===== src/rtl/mux4_rr_arbiter_if.sv =====
// rtl/mux4_rr_arbiter_if.sv - request/data/output handshake bundle for mux4_rr_arbiter
interface mux4_rr_arbiter_if #(
  parameter int WIDTH = 32
);
  logic [3:0]       req;
  logic [3:0]       lock;
  logic [WIDTH-1:0] a;
  logic [WIDTH-1:0] b;
  logic [WIDTH-1:0] c;
  logic [WIDTH-1:0] d;
  logic [3:0]       ack;
  logic [1:0]       select;
  logic [3:0]       gnt;
  logic [WIDTH-1:0] q;
  logic             q_valid;
  logic             q_ready;

  // requesters plus consumer
  modport master (
    output req, lock, a, b, c, d, q_ready,
    input  ack, select, gnt, q, q_valid
  );

  // arbiter
  modport slave (
    input  req, lock, a, b, c, d, q_ready,
    output ack, select, gnt, q, q_valid
  );
endinterface


===== src/rtl/mux4_rr_arbiter.sv =====
// rtl/mux4_rr_arbiter.sv - 4-way round-robin arbiter with lock bursts and registered output stage
module mux4_rr_arbiter #(
  parameter int WIDTH     = 32,
  parameter int MAX_BURST = 4
) (
  input  logic               clk,
  input  logic               reset,
  mux4_rr_arbiter_if.slave   bus
);
  localparam int BW = (MAX_BURST < 1) ? 1 : $clog2(MAX_BURST + 1);

  typedef enum logic {IDLE, BUSY} state_t;

  state_t           state_q, state_d;
  logic [WIDTH-1:0] q_r;
  logic             q_valid_r;
  logic [1:0]       select_r;
  logic [3:0]       gnt_r;
  logic [1:0]       ptr_r;
  logic [BW-1:0]    bcount_r;
  logic             hold_r;

  logic [1:0]       rr_win;
  logic [1:0]       idx;
  logic             found;
  logic             use_hold;
  logic [1:0]       win_code;
  logic [WIDTH-1:0] win_data;
  logic             any_req;
  logic             xfer;
  logic [BW-1:0]    bcount_inc;
  logic             burst_more;

  // First requester at or after ptr, wrapping modulo 4.
  always_comb begin
    rr_win = ptr_r;
    found  = 1'b0;
    idx    = ptr_r;
    for (int i = 0; i < 4; i++) begin
      idx = ptr_r + 2'(i);
      if (!found && bus.req[idx]) begin
        found  = 1'b1;
        rr_win = idx;
      end
    end
  end

  assign any_req    = |bus.req;
  assign use_hold   = hold_r && bus.req[select_r];
  assign win_code   = use_hold ? select_r : rr_win;
  assign xfer       = q_valid_r && bus.q_ready;
  assign bcount_inc = bcount_r + BW'(1);
  assign burst_more = bus.lock[select_r] && (bcount_inc < BW'(MAX_BURST));

  always_comb begin
    case (win_code)
      2'd0:    win_data = bus.a;
      2'd1:    win_data = bus.b;
      2'd2:    win_data = bus.c;
      default: win_data = bus.d;
    endcase
  end

  always_ff @(posedge clk or posedge reset) begin
    if (reset) state_q <= IDLE;
    else       state_q <= state_d;
  end

  always_comb begin
    state_d = state_q;
    case (state_q)
      IDLE:    if (any_req) state_d = BUSY;
      BUSY:    if (xfer)    state_d = IDLE;
      default: state_d = IDLE;
    endcase
  end

  always_ff @(posedge clk or posedge reset) begin
    if (reset) begin
      q_r       <= '0;
      q_valid_r <= 1'b0;
      select_r  <= 2'd0;
      gnt_r     <= 4'd0;
      ptr_r     <= 2'd0;
      bcount_r  <= '0;
      hold_r    <= 1'b0;
    end else begin
      case (state_q)
        IDLE: begin
          if (any_req) begin
            select_r  <= win_code;
            gnt_r     <= 4'b0001 << win_code;
            q_r       <= win_data;
            q_valid_r <= 1'b1;
            if (!use_hold) begin
              ptr_r  <= rr_win + 2'd1;
              hold_r <= 1'b0;
            end
            if (win_code != select_r) bcount_r <= '0;
          end
        end
        BUSY: begin
          if (xfer) begin
            q_valid_r <= 1'b0;
            gnt_r     <= 4'd0;
            // Burst accounting happens once per delivered beat.
            if (burst_more) begin
              hold_r   <= 1'b1;
              bcount_r <= bcount_inc;
            end else begin
              hold_r   <= 1'b0;
              bcount_r <= '0;
            end
          end
        end
        default: ;
      endcase
    end
  end

  assign bus.q       = q_r;
  assign bus.q_valid = q_valid_r;
  assign bus.select  = select_r;
  assign bus.gnt     = gnt_r;
  assign bus.ack     = gnt_r & {4{xfer}};
endmodule


===== src/flat_wrapper.sv =====
// flat-port wrapper written by rule: the top's interface ports become plain ports
module mux4_rr_arbiter_flat 
#(
  parameter int WIDTH     = 32,
  parameter int MAX_BURST = 4
)
  (clk, reset, bus_req, bus_lock, bus_a, bus_b, bus_c, bus_d, bus_q_ready, bus_ack, bus_select, bus_gnt, bus_q, bus_q_valid);
  mux4_rr_arbiter_if #(.WIDTH(WIDTH)) bus_i ();
  input  logic clk;
  input  logic reset;
  input wire logic [$bits(bus_i.req)-1:0] bus_req;
  input wire logic [$bits(bus_i.lock)-1:0] bus_lock;
  input wire logic [$bits(bus_i.a)-1:0] bus_a;
  input wire logic [$bits(bus_i.b)-1:0] bus_b;
  input wire logic [$bits(bus_i.c)-1:0] bus_c;
  input wire logic [$bits(bus_i.d)-1:0] bus_d;
  input wire logic [$bits(bus_i.q_ready)-1:0] bus_q_ready;
  output wire logic [$bits(bus_i.ack)-1:0] bus_ack;
  output wire logic [$bits(bus_i.select)-1:0] bus_select;
  output wire logic [$bits(bus_i.gnt)-1:0] bus_gnt;
  output wire logic [$bits(bus_i.q)-1:0] bus_q;
  output wire logic [$bits(bus_i.q_valid)-1:0] bus_q_valid;
  assign bus_i.req = bus_req;
  assign bus_i.lock = bus_lock;
  assign bus_i.a = bus_a;
  assign bus_i.b = bus_b;
  assign bus_i.c = bus_c;
  assign bus_i.d = bus_d;
  assign bus_i.q_ready = bus_q_ready;
  assign bus_ack = bus_i.ack;
  assign bus_select = bus_i.select;
  assign bus_gnt = bus_i.gnt;
  assign bus_q = bus_i.q;
  assign bus_q_valid = bus_i.q_valid;
  mux4_rr_arbiter #(.WIDTH(WIDTH), .MAX_BURST(MAX_BURST)) u_core (.clk(clk), .reset(reset), .bus(bus_i));
endmodule

===== config.mk =====
export PLATFORM = sky130hd
export DESIGN_NAME = mux4_rr_arbiter_flat
export DESIGN_NICKNAME = d
export VERILOG_FILES = /design/src/rtl/mux4_rr_arbiter_if.sv /design/src/rtl/mux4_rr_arbiter.sv /design/src/flat_wrapper.sv
export SDC_FILE = /design/constraint.sdc
export NUM_CORES = 1
export LEC_CHECK = 0
export ABC_AREA = 1
export ABC_CLOCK_PERIOD_IN_PS = 2300
export CAP_MARGIN = 20
export CELL_PAD_IN_SITES_DETAIL_PLACEMENT = 0
export CELL_PAD_IN_SITES_GLOBAL_PLACEMENT = 2
export CORE_UTILIZATION = 20
export DETAILED_ROUTE_END_ITERATION = 7
export PLACE_DENSITY_LB_ADDON = 0.1
export SLEW_MARGIN = 20
export SYNTH_ARGS = -nofsm -noshare
export SYNTH_HDL_FRONTEND = slang
export SYNTH_SLANG_ARGS = --single-unit
export TNS_END_PERCENT = 10

===== constraint.sdc =====
create_clock -name clk -period 2.3 [get_ports clk]
set_clock_uncertainty 0.2 [all_clocks]
set_input_delay 0.345 -clock clk [delete_from_list [all_inputs] [get_ports clk]]
set_output_delay 0.345 -clock clk [all_outputs]
set_load 0.05 [all_outputs]

# == After elaboration in Yosys (flattened, before gate mapping) ==
# Cells that the tools add are included.
# Widths: inputs -> output; s select.
# totals
in_bits,139
reg_bits,46
# classes
n_bitwise,3
n_lt_le_gt_ge,6
shifts,1
reduce_logical,16
eq_ne,7
add_sub_neg,5
n_mux,39
# op_table
operator,n
$pmux 32 s3,1
$mux 1,17
$lt 2x3->1 const B,5
$bmux 1 s2,6
$mux 3,4
$reduce_and 3->1,3
$mux 2,4
$mux 4,2
$pmux 4 s2,1
$logic_and 1x1->1,6
$pmux 1 s2,3
$pmux 3 s2,1
$add 2x1->2 const B,2
$add 2x2->2 const B,2
$and 4x4->4,1
$ne 2x1->1 const B,2
$ne 2x2->1 const B,2
$reduce_and 2->1,2
$reduce_or 4->1,1
$shl 1x2->4 const A,1
$add 3x1->3 const B,1
$logic_not 1->1,3
$lt 3x3->1 const B,1
$eq 2x1->1 const B,1
other kinds (4),5

# == Longest topological paths before layout ==
# logic_depth
word_depth,17
mapped_depth,19

# == Worst setup path after synthesis ==
# Ideal clock, no wire load.
# synth_path
path_kind,register to register
startpoint,"register u_core.select_r[0], in the netlist u_core.bus.select[0]"
endpoint,"register u_core.q_r[11], in the netlist u_core.bus.q[11]"
path_slack_ps,-150
setup_ps,118
stages_incl_launch_ff,15
synth_period_minus_slack_ps,2450
arrival_ps,2133
path_cell_list,dfrtp_1 inv_2 a21oi_1 o21ai_1 o31ai_2 nand2_2 clkinv_1 nand2_1 nand2_4 nand3_4 buf_6 o21ai_1 inv_1 nand2_1 nand2_1
# synth_between
elab_chain_cells,6
elab_cells_between_ends,8
classes_between,eq/ne: 2; mux: 4; reduce/logical: 2
# synth_lines
item,line_no,rtl
start: declaration,mux4_rr_arbiter.sv:17,logic [1:0] select_r;
start signal: assignment,mux4_rr_arbiter.sv:91,select_r <= win_code;
$bmux 1 s2,mux4_rr_arbiter.sv:49,assign use_hold = hold_r && bus.req[select_r];
$mux 1 (implied by the code),mux4_rr_arbiter.sv:49,
$logic_and 1x1->1,mux4_rr_arbiter.sv:49,
$mux 2 *,mux4_rr_arbiter.sv:50,assign win_code = use_hold ? select_r : rr_win;
$eq 2x2->1 (tied with other cells),mux4_rr_arbiter.sv:56,case (win_code)
$pmux 32 s3 *,mux4_rr_arbiter.sv:56,
end signal: assignment,mux4_rr_arbiter.sv:93,q_r <= win_data;
end: declaration,mux4_rr_arbiter.sv:15,logic [WIDTH-1:0] q_r;
# Every way passes the cells marked *; elsewhere a longest branch is shown, timed or not. The select of a mux whose other input is x is not followed.
# A chain may end at the register's enable or synchronous reset.

# == Worst setup path after layout ==
# layout_path
startpoint,register u_core.ptr_r[0]
endpoint,"register u_core.q_r[11], in the netlist u_core.bus.q[11]"
# layout_between
elab_chain_cells,15
elab_cells_between_ends,28
classes_between,add/sub: 3; eq/ne: 2; mux: 16; reduce/logical: 7
# layout_lines
item,line_no,rtl
start: declaration,mux4_rr_arbiter.sv:19,logic [1:0] ptr_r;
start signal: assignment,mux4_rr_arbiter.sv:96,ptr_r <= rr_win + 2'd1;
branches (longest 11 deep; another with $add 2x1->2),--,
$mux 2 *,mux4_rr_arbiter.sv:41,if (!found && bus.req[idx]) begin
$mux 2 *,mux4_rr_arbiter.sv:50,
$eq 2x2->1 (tied with other cells),mux4_rr_arbiter.sv:56,
$pmux 32 s3 *,mux4_rr_arbiter.sv:56,
# Every way passes the cells marked *. The select of a mux whose other input is x is not followed.

==> flow_summary.yaml <==
outcome:
  status: "finished with violations"
  violations: "negative setup slack"
global_routing:
  antenna_found_initial: 1
  use_met3_pct: 5.04
  grt_pass1_wl_mm: 24.4
  use_met2_pct: 28.3
  grt_pass1_vias: 4597
  grt_max_degree: 32
  grt_use_met1_pct: 21.6
  grt-busiest-layer: "met2"
  grt_usage_pct: 17.2
  globalRoute.totalOverflow: 0
synth:
  avgSynthCellArea_sq_um: 6.50
  synthTopCellsByCount: "nand2_1, nand3_1, inv_1, dfrtp_1, o21ai_1"
  yosys.area.top_type: "dfrtp_1"
  ys_ff_latch: 46
  synth_edf_count: 0
  yosysTopAreaCellShare_pct: 31.6
  netlist_top_cells_area: "dfrtp_1, nand2_1, nand3_1"
  synth-main-ff-cell: "dfrtp_1"
  ys_async_sr_fraction_pct: 100
  synth_warnings: 0
  synth.most_common_cell: "nand2_1"
  synthCells: 560
  yosysSeqAreaShare_pct: 31.6
  syn_area_sq_um: 3640
  syn_nets: 700
  synth_cell_types: 34
floorplanning:
  dieHeight_um: 137
  core_sq_um: 17500
  top_level_ports: 182
  die-width_um: 137
  dieArea_sq_um: 18800
  rows: 48
  start_util_pct: 20.8
timing:
  finalCriticalPeriod_ps: 2440
  setup_viol: 33
  hold_viol_final: 0
  relSlewSlack_pct: 62.3
  fin_ws_ps: -140
  tightest_slew_ps: 563
  final-max-slew-violation-count: 0
  post-route-period-util_pct: 106
  rsz0062_at_grt: "yes"
  max_freq_ghz: 0.410
layout:
  areaGrowthSynthToFinish_pct: 86.5
  nets: 925
  final_cells: 1011
  num-fill-cells: 1824
  drive_gt1_share_pct: 21.2
  antennaDiodeCount: 0
place:
  io_buffers: 181
  hpwl_mm: 11.5
  place_inst: 988
  globalplace.congestion: 0.816
routing:
  antenna_left: 0
  dr.pass1.iters: 4
  num_vias: 4416
  avgRoutedWirePerCell_um: 15.5
  drc: 0
  wl_mm: 15.6
  post_drt_via_cell_ratio: 4.37
  drt_iter0_markers: 197
setup_path:
  cp_slowest_cell: "dfrtp_2"
  cp_cell_sequence: "buf_6 > nand2_4 > nand3_4 > nand2_8 > nand3_2 > nand3_2 > nand3_2 > nand3_4 > nand3_4 > buf_8 > o21ai_2 > inv_1 > nand2_1 > nand2_1"
  critPathRequiredTime_ps: 2290
  worstSetupPathType: "flip-flop to flip-flop"
  cp_top_family: "simple AND/OR/NAND/NOR gates"
  crit_path_start_kind: "flip-flop"
  end_kind: "flip-flop"
  max_stage_delay_ps: 470
  critPathArrivalTime_ps: 2430
  cp.buffers_inverters: 3
  cp_max_fo: 8
cts:
  h-tree-depth: 2
  cts_root_buf: "clkbuf_16"
  insertion_delay_ps: 300
  cts_max_path_buffers: 2
  postCtsHoldBufs: 0
  clock_sinks: 46
  tritoncts: "built"
  numCtsBuffers: 5
  clk_pin_slew_worst_paths_ps: 70
worst_hold_path:
  min_path_type: "input pin to asynchronous set/reset pin"
flow_run:
  max_cap_violations: 0
[area by class of cell]
type                       count  area [sq um]  share of cell area, %
timing repair inverter         1          7.51                  0.111
clock buffer                   6           139                   2.04
clock inverter                 2          60.1                  0.884
timing repair buffer         245          2560                   37.7
tap                          225           282                   4.14
multi-input combinational    429          2370                   34.8
sequential                    46          1160                   17.0
inverter                      57           219                   3.22
[metal layers]
layer | routed length [um] | share of wire (%)
met5 | 0 | 0
met4 | 233 | 1.5
met3 | 1140 | 7.3
met2 | 7280 | 47
met1 | 6980 | 45
[cell usage in the layout (no fill, tap or decap), drive strengths merged]
cell type and count:
o22ai 2, ha 1, nand2 225, nor4 1
nand3b 8, a21boi 1, o32ai 2, o21ai 57
nor2 17, clkinvlp 1, o31ai 1, nand4 3
a21oi 2, inv 55, dfrtp 46, dlygate4sd2 4
nand3 107, xnor2 1, clkinv 2, bufinv 2
buf 67, clkbuf 7, clkdlybuf4s50 173, a22oi 1
[registers in the layout, indices dropped and copies added, names as in the netlist]
signal / flops
u_core.state_q: 1
u_core.bus.select: 2
u_core.ptr_r: 2
u_core.bus.q_valid: 1
u_core.bus.gnt: 4
u_core.bcount_r: 3
u_core.bus.q: 32
u_core.hold_r: 1
[final timing paths]
| kind | start | end | slack, ps | cells past startpoint |
|---|---|---|---|---|
| setup / recovery | u_core.ptr_r[0]$_DFFE_PP0P_ | u_core.bus.q[11]$_DFFE_PP0P_ | -140 | 14 |
| hold / removal | reset | u_core.bus.q[15]$_DFFE_PP0P_ | 50 | 2 |
| setup reg to reg | u_core.ptr_r[0]$_DFFE_PP0P_ | u_core.bus.q[11]$_DFFE_PP0P_ | -140 | 14 |
| hold reg to reg | u_core.bus.q[24]$_DFFE_PP0P_ | u_core.bus.q[24]$_DFFE_PP0P_ | 280 | 2 |
| max in group asynchronous | reset | u_core.ptr_r[1]$_DFFE_PP0P_ | 1420 | 3 |
| min in group clk | u_core.bus.q[24]$_DFFE_PP0P_ | u_core.bus.q[24]$_DFFE_PP0P_ | 280 | 2 |
[what timing repair did]
| item | in CTS | in global routing |
|---|---|---|
| gates resized for setup | 64 | 30 |
| setup endpoints to repair | 39 | 40 |
| pin swaps | 27 | 17 |
| cloned | 5 | 1 |
| buffers inserted | 8 | 1 |
[stage by stage]
step / hold WS [ps] / TNS (ps) / utilization [%] / worst slack [ps] / instance area [sq um]
after global routing: 58.3 / -9850 / 38.7 / -304 / 6790
final: 51.7 / -3420 / 38.7 / -140 / 6790
after detailed placement: 264 / -19490 / 34.4 / -542 / 6040
after global placement: 261 / -19350 / 34.4 / -546 / 6040
after CTS: 49.2 / -2880 / 37.9 / -118 / 6650
after floorplan: 246 / 0 / - / 57.1 / 3640
[logic make-up after synthesis]
kind of cell | count (synthesis) | share of synthesized area, %
simple gates | 359 | 46.3
buf+inv | 87 | 11.8
fa+ha+maj | 1 | 0.343
compound gates | 66 | 9.69
xor+xnor | 1 | 0.241
flops | 46 | 31.6
Power is left out: the tool's default activity adds up to more than one toggle a clock period on the data nets, which glitch-free logic cannot reach.
